--- config.mk ---
export PLATFORM = sky130hd
export DESIGN_NAME = f_next_pc
export DESIGN_NICKNAME = d
export VERILOG_FILES = /design/src/rtl/f_next_pc.sv
export SDC_FILE = /design/constraint.sdc
export NUM_CORES = 1
export LEC_CHECK = 0
export ABC_AREA = 0
export CAP_MARGIN = 20
export CORE_ASPECT_RATIO = 1.5
export CORE_UTILIZATION = 39
export CTS_BUF_LIST = sky130_fd_sc_hd__clkbuf_16
export CTS_CLUSTER_SIZE = 40
export DETAILED_ROUTE_END_ITERATION = 7
export PLACE_DENSITY = 0.9
export SLEW_MARGIN = 5
export SYNTH_ARGS = -nofsm -noshare
export SYNTH_HDL_FRONTEND = slang
export SYNTH_SLANG_ARGS = --single-unit
export TNS_END_PERCENT = 30
--- constraint.sdc ---
create_clock -name clk -period 3.35 [get_ports clk]
set_input_delay 0.67 -clock clk [delete_from_list [all_inputs] [get_ports clk]]
set_output_delay 0.67 -clock clk [all_outputs]
set_load 0.05 [all_outputs]
--- src/rtl/f_next_pc.sv ---
// F-stage program counter and next-PC selector for the 5-stage MIPS pipeline.
// The PC register is redirected by D-stage jr/jalr, j/jal and taken branches.
// Otherwise it advances sequentially, and it holds while fetch is stalled.
// The instruction fetched alongside a D-stage redirect is the delay slot and
// always proceeds; nothing is flushed here.
// The PC also drives the instruction-memory word index and the range and
// alignment flags.
// Optional feature macro: F_BR_STAT_EN enables saturating branch statistics
// counters. When it is undefined, both counters read 0.

module f_next_pc #(
    parameter logic [31:0] PC_RESET = 32'h0000_3000,
    parameter int          IM_AW    = 12
) (
    input  logic              clk,
    input  logic              reset,
    input  logic              F_en,
    input  logic [31:0]       D_PC,
    input  logic [15:0]       D_imm16,
    input  logic [25:0]       D_imm26,
    input  logic              Is_Branch,
    input  logic              B_jump,
    input  logic              Is_J,
    input  logic              Is_JR,
    input  logic [31:0]       D_RD1,
    output logic [31:0]       F_PC,
    output logic [31:0]       F_PC4,
    output logic [IM_AW-1:0]  F_IM_addr,
    output logic              F_oor,
    output logic              F_misalign,
    output logic [31:0]       br_cnt,
    output logic [31:0]       br_taken_cnt
);

    // Byte span of the instruction memory, one bit wider than the PC so the
    // range compare stays exact.
    localparam logic [32:0] IM_SPAN = 33'd4 << IM_AW;

    // Which source feeds the PC on the next edge.
    typedef enum logic [2:0] {
        SRC_HOLD,
        SRC_JR,
        SRC_J,
        SRC_BRANCH,
        SRC_SEQ
    } pcSrc_e;

    pcSrc_e      pcSrc;
    logic [31:0] pc_q;
    logic [31:0] pc_d;
    logic [31:0] dPcPlus4;
    logic [31:0] branchOffset;
    logic [31:0] branchTarget;
    logic [31:0] jumpTarget;
    logic [31:0] seqTarget;
    logic [31:0] imOffset;

    assign dPcPlus4     = D_PC + 32'd4;
    assign branchOffset = {{14{D_imm16[15]}}, D_imm16, 2'b00};
    assign branchTarget = dPcPlus4 + branchOffset;
    assign jumpTarget   = {dPcPlus4[31:28], D_imm26, 2'b00};
    assign seqTarget    = pc_q + 32'd4;

    // A stall freezes fetch and masks stale D-stage controls. Otherwise
    // jr outranks j, j outranks a taken branch, and sequential fetch is the
    // fallback.
    always_comb begin
        pcSrc = SRC_SEQ;
        if (!F_en) begin
            pcSrc = SRC_HOLD;
        end else if (Is_JR) begin
            pcSrc = SRC_JR;
        end else if (Is_J) begin
            pcSrc = SRC_J;
        end else if (B_jump) begin
            pcSrc = SRC_BRANCH;
        end
    end

    // Map the selected source onto the next PC value.
    always_comb begin
        pc_d = seqTarget;
        unique case (pcSrc)
            SRC_HOLD:   pc_d = pc_q;
            SRC_JR:     pc_d = D_RD1;
            SRC_J:      pc_d = jumpTarget;
            SRC_BRANCH: pc_d = branchTarget;
            SRC_SEQ:    pc_d = seqTarget;
            default:    pc_d = seqTarget;
        endcase
    end

    // PC register with synchronous reset to the instruction-memory base.
    always_ff @(posedge clk) begin
        if (reset) begin
            pc_q <= PC_RESET;
        end else begin
            pc_q <= pc_d;
        end
    end

    // An address below the base wraps to a huge offset, so a single unsigned
    // compare covers both ends of the range.
    assign imOffset   = pc_q - PC_RESET;
    assign F_PC       = pc_q;
    assign F_PC4      = seqTarget;
    assign F_IM_addr  = imOffset[IM_AW+1:2];
    assign F_oor      = ({1'b0, imOffset} >= IM_SPAN);
    assign F_misalign = (pc_q[1:0] != 2'b00);

`ifdef F_BR_STAT_EN
    logic [31:0] brCnt_q;
    logic [31:0] brCnt_d;
    logic [31:0] brTakenCnt_q;
    logic [31:0] brTakenCnt_d;

    // Count every branch that leaves D while fetch is enabled, and count the
    // taken ones separately. Both counters stick at all-ones.
    always_comb begin
        brCnt_d      = brCnt_q;
        brTakenCnt_d = brTakenCnt_q;
        if (F_en && Is_Branch) begin
            if (brCnt_q != 32'hFFFF_FFFF) begin
                brCnt_d = brCnt_q + 32'd1;
            end
            if (B_jump && (brTakenCnt_q != 32'hFFFF_FFFF)) begin
                brTakenCnt_d = brTakenCnt_q + 32'd1;
            end
        end
    end

    // Statistics registers cleared by reset.
    always_ff @(posedge clk) begin
        if (reset) begin
            brCnt_q      <= '0;
            brTakenCnt_q <= '0;
        end else begin
            brCnt_q      <= brCnt_d;
            brTakenCnt_q <= brTakenCnt_d;
        end
    end

    assign br_cnt       = brCnt_q;
    assign br_taken_cnt = brTakenCnt_q;
`else
    // Without statistics, Is_Branch has no consumer; it is parked on a sink
    // net so the port list stays the same in both builds.
    logic unusedIsBranch;
    assign unusedIsBranch = Is_Branch;
    assign br_cnt         = 32'd0;
    assign br_taken_cnt   = 32'd0;
`endif

endmodule

Word-level counts from Yosys, hierarchy flattened
Index checks and enable logic that the tools add are counted.
{"block": "totals", "output_inout_bits": 142, "input_bits": 113, "romBits": 0, "mem_bits_rw": 0, "elab_cells": 16, "n_memories": 0, "register_bits": 32, "latchBits": 0}
{"block": "op_classes", "n_reduce_logical": 2, "add_sub_neg": 4, "muxes": 5, "multipliers": 0, "bitwise_logic": 0, "magnitude_cmp": 1, "n_eq_ne": 3, "n_div": 0, "shift": 0}
{"op": "$pmux W32 S4", "n": 1}
{"op": "$add A32 B3 Y32 const B", "n": 2}
{"op": "$add A32 B32 Y32", "n": 1}
{"op": "$ge A32 B15 Y1 const B", "n": 1}
{"op": "$sub A32 B14 Y32 const B", "n": 1}
{"op": "$mux W3", "n": 4}
{"op": "$eq A3 B2 Y1 const B", "n": 2}
{"op": "$eq A3 B1 Y1 const B", "n": 1}
{"op": "$logic_not A3 Y1", "n": 1}
{"op": "$reduce_bool A2 Y1", "n": 1}

Longest topological paths before layout
Gate-level depths: netlist (run 1).
{"block": "depth", "depth_word": 6, "mapped_depth": 16, "ltp_nobuf": 15}

Worst setup path after synthesis (run 1)
Ideal clock, no wire load.
{"block": "synth_path", "path_kind": "input port to flip-flop", "from": "input D_PC[8]", "to": "register pc_q[31] (netlist: F_PC[31])", "t_required_ns": 3.223, "cell_stages": 15, "n_path_buf": 1, "setup_slack_ns": -0.206, "t_arrival_ns": 3.429, "path_cell_list": "nand3_1 -> nor3_1 -> and3_1 -> and2_1 -> clkbuf_1 -> nand2_1 -> xnor2_1 -> ha_1 -> or2_2 -> a21oi_1 -> a21oi_1 -> a31oi_1 -> nand3_1 -> and3_1 -> or3_1"}
{"block": "synth_via", "elab_chain_len": 3}
{"item": "start, declared", "line_no": "18", "text": "input logic [31:0] D_PC,"}
{"item": "$add A32 B3 Y32 (*)", "line_no": "58", "text": "assign dPcPlus4 = D_PC + 32'd4;"}
{"item": "$add A32 B32 Y32", "line_no": "60", "text": "assign branchTarget = dPcPlus4 + branchOffset;"}
{"item": "$pmux W32 S4 (*)", "line_no": "83", "text": "unique case (pcSrc)"}
{"item": "end signal, assigned", "line_no": "98", "text": "pc_q <= pc_d;"}
{"item": "end, declared", "line_no": "49", "text": "logic [31:0] pc_q;"}
Mark *: on every way between the ends. The rest lies on a longest branch, timed or not.
A chain may end at the register's enable or synchronous reset.

Worst setup path in the final report (run 1)
{"block": "layout_path", "from": "input D_PC[3]", "to": "register pc_q[31] (netlist: F_PC[31])"}
Same word-level chain as after synthesis.

==> results of run 1 <==
final timing paths:
kind	startpoint	endpoint	slack, ns	cells past startpoint
hold reg to reg	F_PC[11]	F_PC[11]	0.54	2
setup / recovery	D_PC[3]	F_PC[31]	-0.03	17
setup reg to reg	F_PC[2]	F_PC[22]	0.74	10
hold / removal	F_PC[11]	F_PC[11]	0.54	2
kinds of logic (layout without fill, tap and decap cells):
logic type	after synthesis	count (layout)	synth area share, %
adder cells (fa/ha/maj)	40	40	9.22
other	1	65	0.0680
multiplexers	2	2	0.363
AND/OR/NAND/NOR	283	283	25.8
AO/OA/AOI/OAI	209	209	25.8
flip-flops	32	32	11.6
XOR/XNOR	76	76	12.3
buffers and inverters	136	391	14.8
where the power goes:
group          switching (W)  total, W  internal [W]
Sequential         0.0000618  0.000473      0.000411
Combinational       0.000942   0.00160      0.000661
Clock               0.000166  0.000512      0.000345
Total                0.00117   0.00259       0.00142
cell usage in the layout (no fill, tap or decap), types with 8 or more instances in the layout:
| cell type | netlist | routed |
|---|---|---|
| a21oi_1 | 49 | 41 |
| a21o_1 | 15 | 15 |
| nand4_1 | 11 | 11 |
| inv_1 | 24 | 23 |
| nand3_1 | 28 | 19 |
| dfxtp_1 | 32 | 32 |
| nor2_1 | 56 | 54 |
| buf_4 | 77 | 173 |
| o21ai_0 | 43 | 40 |
| nand2_1 | 103 | 99 |
| clkdlybuf4s50_1 | 0 | 153 |
| nor3_1 | 15 | 10 |
| xor2_1 | 25 | 23 |
| conb_1 | 1 | 64 |
| buf_12 | 0 | 13 |
| xnor2_1 | 50 | 48 |
| nand3_2 | 2 | 11 |
| a21oi_2 | 0 | 8 |
| a221oi_1 | 11 | 9 |
| ha_1 | 39 | 35 |
| o211ai_1 | 11 | 11 |
| and3_1 | 15 | 12 |
what timing repair did:
action / 4_1_cts / 5_1_grt
resized for setup: 49 / 60
buffers inserted: 9 / 10
pin swaps: 19 / 42
cloned: 0 / 0
endpoints found under the setup margin: 21 / 24
metrics by stage:
stage                     setup TNS, ns  instance area [um^2]  std cells  hold slack, ns
final                           -0.0252                  8960       1260           0.540
after global routing              -1.31                  8960       1260           0.578
after CTS                             0                  8720       1249           0.539
after detailed placement         -14.03                  8410       1232           0.532
after global placement           -11.96                  8410       1232           0.518
after floorplan                  -0.400                  5800        842           0.724
worst max-delay path, stage by stage:
cell	delay, ns
buf_8	0.08
ha_4	0.13
nand4_1	0.08
buf_6	0.15
nor2_4	0.15
nand3_2	0.10
xnor2_2	0.16
ha_1	0.34
a21oi_2	0.19
nor2_2	0.07
a2111oi_4	0.40
a2111oi_4	0.14
buf_4	0.16
o21ai_2	0.12
nand3_1	0.09
and3_1	0.17
or3_1	0.34
area by class of cell:
| cell class | count | area (um^2) | area share [%] |
|---|---|---|---|
| diodes | 1 | 2.50 | 0.0279 |
| clock buffers | 5 | 125 | 1.40 |
| clock inverters | 3 | 37.5 | 0.419 |
| inverters | 26 | 97.6 | 1.09 |
| multi-input cells | 674 | 4610 | 51.5 |
| flip-flops and latches | 32 | 641 | 7.15 |
| well taps | 162 | 203 | 2.26 |
| repair buffers | 357 | 3240 | 36.1 |
layer usage:
layer | vias to the layer above | routed length [um]
li1 | 3307 | -
met1 | 3307 | 7870
met2 | 469 | 11100
met3 | 105 | 1550
met4 | 0 | 1650
met5 | - | 0
==> run metrics, run 1 <==
crit path DAT 3.53 ns; Final setup viols 1; area grow syn2layout 62.5%; number of enable flip-flop cells after synthesis 0; critical path class in2reg; Slew Viols, Final 0; number of distinct library cells after synthesis slightly below 80; # nets final between 1000 and 1500; GR peak layer met2; maximum fanout along the worst path 3; Clock transition at path regs around 0.05 ns; met2 usage 51.2%; initial DRC count 517; asr flop ratio synth 0%; Post-CTS Hold Buffers 0; RSZ-0062 raised after global routing true; Synth Cell Area approximately 0.0055 mm^2; Die Ht 148 um; Setup Skew approximately 0.0045 ns; GRT overflow 0; vias in the first global route between 6000 and 7000; Vias per Instance ~5.7; DP HPWL about 17000 um; Antenna Violating Nets Remaining 0; layout cells sized above 1 about a quarter; Max Cap Violations 0; type of origin of the critical path input pin; Post-synth top flop dfxtp_1; met3 Usage GRT approximately 2.5%; GP Congestion 1.01; status finished, violations left; top-area cell type share of the netlist area 11.6%; core area 0.0137 mm^2; final period demand of the worst path 3.38 ns; Mapped Cells around 780; drt drc 0; Leakage 3.92 nW; GR met1 Demand/Resource between 30% and 40%; clock buffer depth 2; clock sink count 32; synth cell count leaders nand2_1, buf_4, nor2_1; Syn. warnings 0; Max IR drop VDD 0.000208 V; Pre-antenna DRT Iters 5; PortBufs 189; fillers approximately 1000; via total after detailed routing 7188; Synth area leader dfxtp_1; io pins between 200 and 300; Critical Path Sink Type register; slew at the pin with the worst max-slew slack between 0.6 and 0.7 ns; largest net degree at the start of global routing 36; clk_lat worst skew 0.28 ns; number of hold violations in the final report 0; Placement Setup Slack -0.864 ns; setup ws final -0.0252 ns; first-pass GRT wire length 32800 um; max reg flops 32; Mapped Avg Cell Area 7.08 um^2; Synth area leaders dfxtp_1, buf_4, ha_1; num rows 52; final core occ 65.6%; Seq/Total Area, Yosys 11.6%; Die Area roughly 0.015 mm^2; CTS tree yes; failing checks negative setup slack; Root Buffer clkbuf_16; cts bufs inserted 5; Pwr Total about 0.0026 W; cell area power density just under 300 mW/mm^2; initial antenna violation count 1; H-tree depth 2; WL/cell roughly 18 um; Worst EP required between 3 and 4 ns; fmax a little under 0.3 GHz; Starting Density 40.3%; Die W 99.1 um; most common cell in the netlist nand2_1; period utilisation layout 101%; final WL about 22000 um; flops & latches, synth 32; Hold Path Class reg2reg; Tot GR Track Use approximately 28%; slew margin rel. around 59%
No activity file was read; power rests on OpenSTA's default activity.
==> run 2, diff against run 1 <==
--- a/config.mk
+++ b/config.mk
@@ -12,7 +12,9 @@
 export CTS_BUF_LIST = sky130_fd_sc_hd__clkbuf_16
 export CTS_CLUSTER_SIZE = 40
 export DETAILED_ROUTE_END_ITERATION = 7
+export HOLD_SLACK_MARGIN = 0.03
 export PLACE_DENSITY = 0.9
+export RECOVER_POWER = 50
 export SLEW_MARGIN = 5
 export SYNTH_ARGS = -nofsm -noshare
 export SYNTH_HDL_FRONTEND = slang
==> run metrics, run 2 (synthesized netlist as in run 1, its figures left out) <==
Die Ht 148 um; Max IR drop VDD about 0.00021 V; Worst EP required roughly 3.5 ns; via total after detailed routing 7231; routed wl met2 about 11000 um; slew margin rel. a little under two fifths; maximum fanout along the worst path 3; clock buffer depth 2; fmax approximately 0.3 GHz; Hold Path Depth 2; drt drc 0; io pins 255; setup ws final -0.0250 ns; max reg flops 32; commonest non-fill, non-tap cells in the layout buf_4, clkdlybuf4s50_1, nand2_1; clk_lat worst skew 0.28 ns; metal3 WL 1700 um; Leakage around 4.0 nW; Max Cap Violations 0; layout cells sized above 1 between 20% and 30%; reg-to-reg endpoint F_PC[22]; number of hold violations in the final report 0; core area 0.0137 mm^2; cts bufs inserted 5; Highest Signal Layer met4; final WL around 22000 um; period utilisation layout 101%; final instance area around 0.0089 mm^2; clock sink count 32; Hold Path Class reg2reg; DP HPWL roughly 17000 um; PortBufs about 190; Pre-antenna DRT Iters 8; WL met1 between 7000 and 8000 um; GRT overflow 0; Die W just under 100 um; GP Congestion a little over 1; CTS tree yes; initial DRC count 518; slew at the pin with the worst max-slew slack between 0.9 and 1 ns; Vias per Instance around 5.7; Post-Place Cell Area approximately 0.0084 mm^2; cell area power density between 200 and 300 mW/mm^2; critical path class in2reg; Final setup viols 1; Root Buffer clkbuf_16; status finished, violations left; failing checks negative setup slack; r2r setup slk 0.74 ns; most common cell after layout, fill and taps aside buf_4; Critical Path Sink Type register; Clock transition at path regs 0.05 ns; crit path DAT roughly 3.5 ns; Setup Skew around 0.0047 ns; area grow syn2layout 62.3%; Tot GR Track Use between 20% and 30%; RSZ-0062 raised after global routing true; WHS between 0.5 and 0.6 ns; Antenna Violating Nets Remaining 0; Slew Viols, Final 0; fillers around 1000; worst setup path end F_PC[31]; Starting Density about 40%; Die Area about 0.015 mm^2; Pwr Total between 0.002 and 0.003 W; first-pass GRT wire length between 30000 and 40000 um; largest net degree at the start of global routing 36; # nets final around 1200; critical path launch point D_PC[3]; vias in the first global route ~6700; WL/cell 17.6 um; R2R Path Start F_PC[2]; num rows 52; reg2reg path depth 10; H-tree depth 2; initial antenna violation count 1; final period demand of the worst path 3.37 ns; type of origin of the critical path input pin
==> run 2: cell type report <==
class,instances,area [um^2],area share [%]
multi-input cells,674,4610,51.6
inverters,26,97.6,1.09
clock inverters,3,37.5,0.420
clock buffers,5,125,1.40
repair buffers,357,3230,36.1
diodes,1,2.50,0.0280
flip-flops and latches,32,641,7.16
well taps,162,203,2.27
==> run 2: what timing repair did <==
item | 4_1_cts | 5_1_grt
setup endpoints to repair | 21 | 24
resized for setup | 49 | 60
pin swaps | 19 | 42
hold buffers | 0 | 0
setup buffers | 9 | 10
==> run 2: per-stage QoR <==
step / worst slack (ns) / utilization (%) / instances / TNS (ns)
global placement: -0.763 / 61.5 / 1232 / -11.96
detailed placement: -0.864 / 61.5 / 1232 / -14.03
global route: -0.169 / 65.5 / 1260 / -1.31
finish: -0.0250 / 65.5 / 1260 / -0.0250
CTS: 0.000420 / 63.8 / 1249 / 0
floorplan: -0.106 / - / 842 / -0.400
==> run 2: worst min-delay path by stage <==
stage / startpoint / to / slack, ns
after floorplan: F_PC[11] / F_PC[11] / 0.72
after global placement: F_PC[11] / F_PC[11] / 0.52
after detailed placement: F_PC[11] / F_PC[11] / 0.53
after CTS: F_PC[11] / F_PC[11] / 0.54
after global routing: F_PC[11] / F_PC[11] / 0.57
final: F_PC[24] / F_PC[24] / 0.54
==> run 2: power breakdown <==
part / internal (W) / switching [W]
sequential: 0.000411 / 0.0000602
combinational: 0.000645 / 0.000943
clock: 0.000345 / 0.000166
total: 0.00140 / 0.00117
==> run 2: layer usage <==
metal	global-route usage, %	up-vias
met5	0	-
met4	19.2	0
met3	2.46	110
met2	51.2	528
met1	30.5	3289
li1	-	3304
==> run 2: critical path, stage by stage <==
cell	delay, ns
buf_8	0.08
ha_4	0.13
nand4_1	0.08
buf_6	0.15
nor2_4	0.15
nand3_2	0.10
xnor2_2	0.16
ha_1	0.34
a21oi_2	0.19
nor2_2	0.07
a2111oi_4	0.40
a2111oi_4	0.14
buf_4	0.16
o21ai_2	0.12
nand3_1	0.10
and3_1	0.17
or3_1	0.34
